<file path="src/rtl/cache_refill_axi.sv">
// Line-refill engine: fetches one cache line with a single AXI4 INCR read burst
// and presents the assembled line, with an error flag, back to the cache.
module cache_refill_axi #(
    parameter int          BLOCK_SIZE = 16,
    parameter logic [5:0]  REFILL_ID  = 6'h20
) (
    input  logic                    clk,
    input  logic                    rst,
    input  logic                    req_valid,
    output logic                    req_ready,
    input  logic [31:0]             req_addr,
    output logic                    fill_valid,
    input  logic                    fill_ready,
    output logic [31:0]             fill_addr,
    output logic [BLOCK_SIZE*8-1:0] fill_data,
    output logic                    fill_err,
    output logic [5:0]              o_ar_id,
    output logic [31:0]             o_ar_addr,
    output logic [7:0]              o_ar_len,
    output logic [2:0]              o_ar_size,
    output logic [1:0]              o_ar_burst,
    output logic                    o_ar_lock,
    output logic [3:0]              o_ar_cache,
    output logic [2:0]              o_ar_prot,
    output logic [3:0]              o_ar_region,
    output logic [3:0]              o_ar_qos,
    output logic                    o_ar_valid,
    input  logic                    i_ar_ready,
    input  logic [5:0]              i_r_id,
    input  logic [63:0]             i_r_data,
    input  logic [1:0]              i_r_resp,
    input  logic                    i_r_last,
    input  logic                    i_r_valid,
    output logic                    o_r_ready
);

    localparam int BEATS       = BLOCK_SIZE / 8;
    localparam int OFFSET_BITS = $clog2(BLOCK_SIZE);
    localparam int CNT_W       = (BEATS > 1) ? $clog2(BEATS) : 1;
    localparam int LINE_W      = BLOCK_SIZE * 8;
    localparam logic [31:0] ADDR_MASK = ~((32'd1 << OFFSET_BITS) - 32'd1);

    typedef enum logic [1:0] {IDLE, ADDR, DATA, FILL} state_t;

    state_t             state;
    state_t             state_next;
    logic               rst_seen;
    logic [31:0]        line_addr;
    logic [LINE_W-1:0]  line_data;
    logic [CNT_W-1:0]   count;
    logic               err;
    logic               accept;
    logic               beat;
    logic               final_slot;

    // Burst ID is unchecked (single outstanding burst); EXOKAY vs OKAY is irrelevant.
    logic unused_inputs;
    assign unused_inputs = ^i_r_id ^ i_r_resp[0];

    assign accept     = req_valid && req_ready;
    assign beat       = (state == DATA) && i_r_valid;
    assign final_slot = (count == CNT_W'(BEATS - 1));

    assign o_ar_id     = REFILL_ID;
    assign o_ar_addr   = line_addr;
    assign o_ar_len    = 8'(BEATS - 1);
    assign o_ar_size   = 3'b011;
    assign o_ar_burst  = 2'b01;
    assign o_ar_lock   = 1'b0;
    assign o_ar_cache  = 4'b0011;
    assign o_ar_prot   = 3'b000;
    assign o_ar_region = 4'b0000;
    assign o_ar_qos    = 4'b0000;

    assign fill_addr = line_addr;
    assign fill_data = line_data;
    assign fill_err  = err;

    // rst_seen keeps req_ready low during reset without a path from the rst pin.
    always_ff @(posedge clk) begin
        if (rst) begin
            state    <= IDLE;
            rst_seen <= 1'b1;
        end else begin
            state    <= state_next;
            rst_seen <= 1'b0;
        end
    end

    always_comb begin
        state_next = state;
        req_ready  = 1'b0;
        o_ar_valid = 1'b0;
        o_r_ready  = 1'b0;
        fill_valid = 1'b0;
        case (state)
            IDLE: begin
                req_ready = !rst_seen;
                if (req_valid && !rst_seen) state_next = ADDR;
            end
            ADDR: begin
                o_ar_valid = 1'b1;
                if (i_ar_ready) state_next = DATA;
            end
            DATA: begin
                o_r_ready = 1'b1;
                if (i_r_valid && (final_slot || i_r_last)) state_next = FILL;
            end
            FILL: begin
                fill_valid = 1'b1;
                if (fill_ready) state_next = IDLE;
            end
            default: state_next = IDLE;
        endcase
    end

    // A LAST flag on any beat other than the final slot, or missing on it, is an error.
    always_ff @(posedge clk) begin
        if (rst) begin
            line_addr <= '0;
            line_data <= '0;
            count     <= '0;
            err       <= 1'b0;
        end else begin
            if (accept) begin
                line_addr <= req_addr & ADDR_MASK;
                count     <= '0;
                err       <= 1'b0;
            end
            if (beat) begin
                for (int k = 0; k < BEATS; k++) begin
                    if (count == CNT_W'(k)) line_data[64*k +: 64] <= i_r_data;
                end
                count <= count + 1'b1;
                err   <= err | i_r_resp[1] | (final_slot != i_r_last);
            end
        end
    end

endmodule

</file>
<file path="config.mk">
export PLATFORM = sky130hd
export DESIGN_NAME = cache_refill_axi
export DESIGN_NICKNAME = d
export VERILOG_FILES = /design/src/rtl/cache_refill_axi.sv
export SDC_FILE = /design/constraint.sdc
export NUM_CORES = 1
export LEC_CHECK = 0
export ABC_AREA = 0
export CAP_MARGIN = 30
export CORE_ASPECT_RATIO = 0.6
export CORE_MARGIN = 2
export CORE_UTILIZATION = 35
export CTS_CLUSTER_SIZE = 12
export DETAILED_ROUTE_END_ITERATION = 12
export PLACE_DENSITY = 0.85
export SLEW_MARGIN = 20
export SYNTH_ARGS = -nofsm -noshare
export SYNTH_HDL_FRONTEND = slang
export SYNTH_SLANG_ARGS = --single-unit
</file>
<file path="constraint.sdc">
create_clock -name clk -period 1.5 [get_ports clk]
set_input_delay 0.45 -clock clk [delete_from_list [all_inputs] [get_ports clk]]
set_output_delay 0.45 -clock clk [all_outputs]
set_load 0.02 [all_outputs]
</file>
==> flow_metrics.tcl, run 1 <==
set metrics [dict create \
    post-route-period-util_pct 114 \
    io-pin-count 343 \
    wire_per_inst_um 19.9 \
    dieWidth_um 178 \
    fp.dieArea_mm2 0.0193 \
    crit_fanout 5 \
    p_int_mw 9.12 \
    synth_cell_types 27 \
    antenna_found_initial 0 \
    drive_above_1_share_pct 51.7 \
    p_leak_nw 4.78 \
    root_buffer "clkbuf_16" \
    crit_path_end_kind "flop" \
    die_height_um 108 \
    maxCapViolCount 0 \
    syn_to_final_growth_pct 84.3 \
    max_freq_mhz 585 \
    syn_area_per_cell_um2 8.05 \
    critical_path_class "reg -> reg" \
    grt_setup_unrepaired "true" \
    hold_violations 0 \
    clk_latency_ps 420 \
    violations "setup timing" \
    p_seq_share_pct 35.6 \
    cp.arrival_ps 2060 \
    syn_area_mm2 0.00635 \
    path_buf_inv 6 \
    cts_sinks 161 \
    h-tree-depth 4 \
    syn_inst 789 \
    core_area_mm2 0.0179 \
    drt_iter0_drc 327 \
    nets 1215 \
    period_needed_ps 1710 \
    seq_area_frac_synth_pct 50.7 \
    cp_cell_sequence "inv_4 -> buf_6 -> ha_4 -> buf_6 -> nand2_8 -> nor2_4 -> buf_6 -> buf_8 -> clkbuf_16 -> nand2_4 -> a21oi_2" \
    numCtsBuffers 17 \
    vias 6569 \
    clockBufferDepth 2 \
    synth_compound_area_share_pct 14.2 \
    grt_pass1_vias 5748 \
    fillers 1365 \
    setup_viol 155 \
    yosysWarnings 0 \
    maxSlewViolCount 0 \
    grt_max_degree 58 \
    status "complete, but fails checks" \
    clkSlewWorstSetupHoldPaths_ps 70 \
    synth_fa_ha_area_share_pct 1.18 \
    tns_ps -15880 \
    max_stage_delay_ps 340 \
    power.switching_mw 4.37 \
    via_per_inst 4.86 \
    postPlaceCellArea_mm2 0.00924 \
    required_ps 1850 \
    critPathLaunchType "flop" \
    final_area_mm2 0.0117 \
    place_congestion 0.776 \
    firstDrtPassIters 5 \
    num_rows 38 \
    cp_top_family "buffers and inverters" \
    synth-simple-area-share_pct 20.2 \
    ant_nets 0 \
    synth_top_family_by_area "simple AND/OR/NAND/NOR gates" \
    crit_path_top_delay_cell "dfxtp_2" \
    grt_overflow 0 \
    start_util_pct 35.4 \
    worst_slack_ps -209 \
    power_density_mw_per_mm2 1150 \
    hp-class "in -> reg" \
    p_sw_share_pct 32.4 \
    ir_worst_vdd_mv 0.733 \
    place_hpwl_um 13400 \
    grt_pass1_wl_um 31700 \
    finClkSkew_ps 13.9 \
    port_buffers 288 \
    fin_util_pct 65.3 \
    synthMuxAreaShare_pct 0 \
    cts_tree "yes" \
    totalWireLength_um 26900 \
    synth_xor_xnor_area_share_pct 0 \
    grt.total_usage_pct 21.6 \
    pwr-share-comb_pct 31.1 \
    clkPwrFrac_pct 33.3 \
    drc 0 \
    crit_path_frequent_cell "buf_6" \
    synth-seq-cells 161 \
]
-- state kept, by name, summed over array words and instances, names as in the netlist --
signal     cells
count          1
fill_addr     28
fill_data    128
fill_err       1
rst_seen       1
state          2
-- logic make-up (layout without fill, tap and decap cells) --
logic type | Yosys count | count (layout)
flip-flops | 161 | 161
buffers and inverters | 128 | 409
adder cells (fa/ha/maj) | 6 | 6
AO/OA/AOI/OAI | 164 | 164
AND/OR/NAND/NOR | 328 | 328
other | 2 | 44
-- layout by cell type, fill, tap and decap left out, drive strengths merged, types with 2 or more instances in the layout --
| cell type | n |
|---|---|
| nor2 | 5 |
| bufinv | 3 |
| ha | 6 |
| nand2 | 315 |
| clkdlybuf4s50 | 97 |
| clkbuf | 38 |
| clkdlybuf4s15 | 45 |
| conb | 43 |
| o21ai | 2 |
| inv | 12 |
| clkinvlp | 3 |
| nand3 | 3 |
| buf | 207 |
| a21oi | 159 |
| dfxtp | 161 |
| clkinv | 3 |
-- worst register-to-register path: cells and delay by family (launching register included) --
family	cells	cell delay, ps
compound gates	1	150
fa+ha+maj	1	140
buf+inv	6	750
flops	1	340
simple gates	3	280
-- worst paths after layout --
check	start	endpoint	slack [ps]	cells past startpoint
max	state[0]	fill_data[70]	-210	11
min	rst	fill_addr[10]	290	2
max reg2reg	state[0]	fill_data[70]	-210	11
min reg2reg	fill_data[122]	fill_data[122]	450	2
-- cell usage after synthesis --
| cell type | n | area [um2] |
|---|---|---|
| nand3_2 | 1 | 10.0 |
| nor3_1 | 1 | 5.00 |
| ha_1 | 6 | 75.1 |
| inv_1 | 7 | 26.3 |
| buf_1 | 4 | 15.0 |
| nand4_1 | 1 | 6.26 |
| a31o_2 | 1 | 8.76 |
| nand2_4 | 1 | 11.3 |
| dfxtp_1 | 161 | 3220 |
| nand2_1 | 314 | 1180 |
| nor2_1 | 3 | 11.3 |
| a21oi_2 | 20 | 175 |
| inv_2 | 1 | 3.75 |
| a22oi_1 | 1 | 7.51 |
| and3b_1 | 1 | 8.76 |
| buf_6 | 12 | 135 |
| conb_1 | 2 | 7.51 |
| nor2b_1 | 1 | 6.26 |
| nand3_1 | 2 | 10.0 |
| o21ai_0 | 2 | 10.0 |
| buf_2 | 17 | 85.1 |
| nor2_4 | 2 | 22.5 |
| nor4bb_1 | 1 | 10.0 |
| a31oi_1 | 1 | 6.26 |
| clkbuf_1 | 15 | 56.3 |
| buf_4 | 72 | 541 |
| a21oi_1 | 139 | 696 |
-- power by group through the flow --
stage | Clock, mW | Sequential (mW) | Combinational, mW
finish | 4.49 | 4.80 | 4.19
global route | 4.74 | 4.83 | 4.40
CTS | 4.56 | 4.72 | 3.39
detailed placement | 0 | 4.81 | 2.96
global placement | 0 | 4.80 | 2.91
floorplan | 0 | 5.10 | 1.37
-- area by class of cell --
| type | count | area, um2 | area share, % |
|---|---|---|---|
| well taps | 240 | 300 | 2.57 |
| inverters | 8 | 32.5 | 0.278 |
| diodes | 1 | 2.50 | 0.0214 |
| flip-flops and latches | 161 | 3230 | 27.6 |
| repair buffers | 369 | 3770 | 32.2 |
| multi-input cells | 541 | 3760 | 32.1 |
| clock inverters | 13 | 174 | 1.49 |
| clock buffers | 19 | 433 | 3.70 |
-- per-stage QoR --
stage	hold WS [ps]	setup slack, ps	power [mW]	instances
2_1_floorplan	478	56.1	6.47	830
3_3_place_gp	440	-389	7.71	1263
3_5_place_dp	446	-472	7.78	1263
4_1_cts	265	-195	12.7	1319
5_1_grt	272	-257	14.0	1351
6_report	286	-209	13.5	1352
-- per-layer routing --
metal | share of wire [%] | global-route usage, % | vias up
li1 | - | - | 3042
met1 | 42 | 28.0 | 3185
met2 | 45 | 33.8 | 297
met3 | 10 | 8.33 | 45
met4 | 2.1 | 5.62 | 0
met5 | 0 | 0 | -
-- repair_timing --
item	in CTS	in global routing
hold buffers	0	0
gates cloned	13	24
resized for setup	700	439
pin swaps	22	202
setup buffers	12	11
endpoints found under the setup margin	318	212
No activity file was read; power rests on OpenSTA's default activity.
==> run 2, diff against run 1 <==
--- a/config.mk
+++ b/config.mk
@@ -7,12 +7,13 @@
 export LEC_CHECK = 0
 export ABC_AREA = 0
 export CAP_MARGIN = 30
-export CORE_ASPECT_RATIO = 0.6
+export CORE_ASPECT_RATIO = 0.5
 export CORE_MARGIN = 2
 export CORE_UTILIZATION = 35
 export CTS_CLUSTER_SIZE = 12
 export DETAILED_ROUTE_END_ITERATION = 12
 export PLACE_DENSITY = 0.85
+export SKIP_CTS_REPAIR_TIMING = 1
 export SLEW_MARGIN = 20
 export SYNTH_ARGS = -nofsm -noshare
 export SYNTH_HDL_FRONTEND = slang
==> run 2 against run 1 <==
Effect of this change:
- the flow still finishes with violations (setup timing)
- die area increased by 0.15%
- total power decreased by 2.6%
- non-clock buffer count decreased by 11
- setup slack got worse by 180 ps
- wire length increased by 14%
- largest cell class unchanged
==> flow_metrics.tcl, run 2 (synthesis gave the netlist of run 1 again) <==
set metrics [dict create \
    status "complete, but fails checks" \
    violations "setup timing" \
    max_freq_mhz 529 \
    via_per_inst 5.45 \
    period_needed_ps 1890 \
    worst_pin_slew_ps 633 \
    wire_per_inst_um 23.0 \
    cp.arrival_ps 2220 \
    crit_path_end_kind "flop" \
    critPathLaunchType "flop" \
    setup_viol 141 \
    multi_input_area_mm2 0.00296 \
    place_congestion 0.842 \
    cts_tree "yes" \
    start_util_pct 36.1 \
    grt_overflow 0 \
    vias 7284 \
    power.switching_mw 4.51 \
    final_area_mm2 0.0112 \
    place_ws_ps -394 \
    drc 0 \
    grt_setup_unrepaired "true" \
    finClkSkew_ps 15.2 \
    drive_above_1_share_pct 31.2 \
    post-route-period-util_pct 126 \
    syn_to_final_growth_pct 76.0 \
    grt.total_usage_pct 20.2 \
    fillers 1119 \
    ir_worst_vdd_mv 0.948 \
    mostFrequentLayoutCells "nand2_1, dfxtp_1, dlymetal6s2s_1, clkdlybuf4s50_1, a21oi_1" \
    worst_slack_ps -391 \
    p_leak_nw 6.32 \
    postPlaceCellArea_mm2 0.00920 \
    grt_pass1_vias 5857 \
    hold_violations 0 \
    grt_pass1_wl_um 30700 \
    io-pin-count 343 \
    pwr-share-comb_pct 29.1 \
    h-tree-depth 4 \
    regArea_mm2 0.00323 \
    timing.slew.headroom_pct 57.8 \
    port_buffers 288 \
    cts_sinks 161 \
    maxSlewViolCount 0 \
    ant_nets 0 \
    clkPwrFrac_pct 34.6 \
    grt_max_degree 63 \
    num_rows 34 \
    crit_fanout 8 \
    p_seq_share_pct 36.3 \
    clkSlewWorstSetupHoldPaths_ps 70 \
    p_int_mw 8.63 \
    antenna_found_initial 1 \
    die_height_um 99.3 \
    numCtsBuffers 17 \
    core_area_mm2 0.0176 \
    power_density_mw_per_mm2 1170 \
    maxCapViolCount 0 \
    fp.dieArea_mm2 0.0193 \
    firstDrtPassIters 5 \
    root_buffer "clkbuf_16" \
    clockBufferDepth 2 \
    final_common_cell "nand2_1" \
    place_hpwl_um 14600 \
    critical_path_class "reg -> reg" \
    required_ps 1830 \
    largest_register_ffs 128 \
    totalWireLength_um 30700 \
    drt_iter0_drc 813 \
    dieWidth_um 195 \
    clk_latency_ps 430 \
    p_sw_share_pct 34.3 \
    hp-class "in -> reg" \
    nets 1205 \
]
-- run 2: cell count changes in the layout (fill, tap and decap cells not counted), sizes merged --
cell	delta
dlymetal6s2s	+126
clkdlybuf4s15	-45
clkbuf	+58
clkinv	+1
dlygate4sd2	-1
clkinvlp	-3
bufinv	-2
buf	-151
inv	+6
nand3	+1
-- run 2: power groups by stage --
| stage | sequential, mW | clock [mW] | combinational (mW) |
|---|---|---|---|
| global route | 4.78 | 4.76 | 3.92 |
| finish | 4.76 | 4.55 | 3.82 |
| global placement | 4.79 | 0 | 2.87 |
| CTS | 4.72 | 4.53 | 2.95 |
| detailed placement | 4.81 | 0 | 2.93 |
| floorplan | 5.10 | 0 | 1.37 |
-- run 2: path summary, 6_finish.rpt --
check,to,slack [ps],cells past startpoint,from
max,fill_data[110],-390,10,state[0]
min reg2reg,fill_data[102],460,2,fill_data[102]
max reg2reg,fill_data[110],-390,10,state[0]
min,fill_data[55],280,2,rst
-- run 2: per-layer routing --
metal	wire, um	global-route usage [%]	part of all wire (%)	vias up
li1	-	-	-	3028
met1	10700	21.5	35	3452
met5	0	0	0	-
met2	14500	38.4	47	590
met4	2450	9.94	8.0	0
met3	3070	4.41	10	214
-- run 2: area by class of cell --
cell class / instances / share of cell area [%]
Timing Repair Buffer: 358 / 36.3
Sequential cell: 161 / 28.9
Inverter: 8 / 0.269
Clock buffer: 17 / 3.81
Antenna cell: 1 / 0.0224
Clock inverter: 15 / 1.63
Multi-Input combinational cell: 542 / 26.5
Tap cell: 234 / 2.62
-- run 2: stage by stage --
| step | hold slack (ps) | total power [mW] | setup TNS (ps) | util, % | instances |
|---|---|---|---|---|---|
| after floorplan | 478 | 6.47 | 0 | - | 830 |
| after global placement | 441 | 7.66 | -39250 | 52.3 | 1260 |
| after detailed placement | 447 | 7.75 | -45990 | 52.3 | 1260 |
| after CTS | 261 | 12.2 | -73410 | 55.8 | 1292 |
| after global routing | 281 | 13.5 | -33740 | 63.6 | 1336 |
| final | 284 | 13.1 | -30470 | 63.6 | 1336 |
-- run 2: worst max-delay path, cell delays in order (launching register included) --
cell	delay, ps
dfxtp_2	340
inv_2	80
buf_6	110
ha_4	140
buf_6	160
nand2_8	80
nor2_4	250
buf_12	190
buf_8	150
nand2_1	80
a21oi_1	220
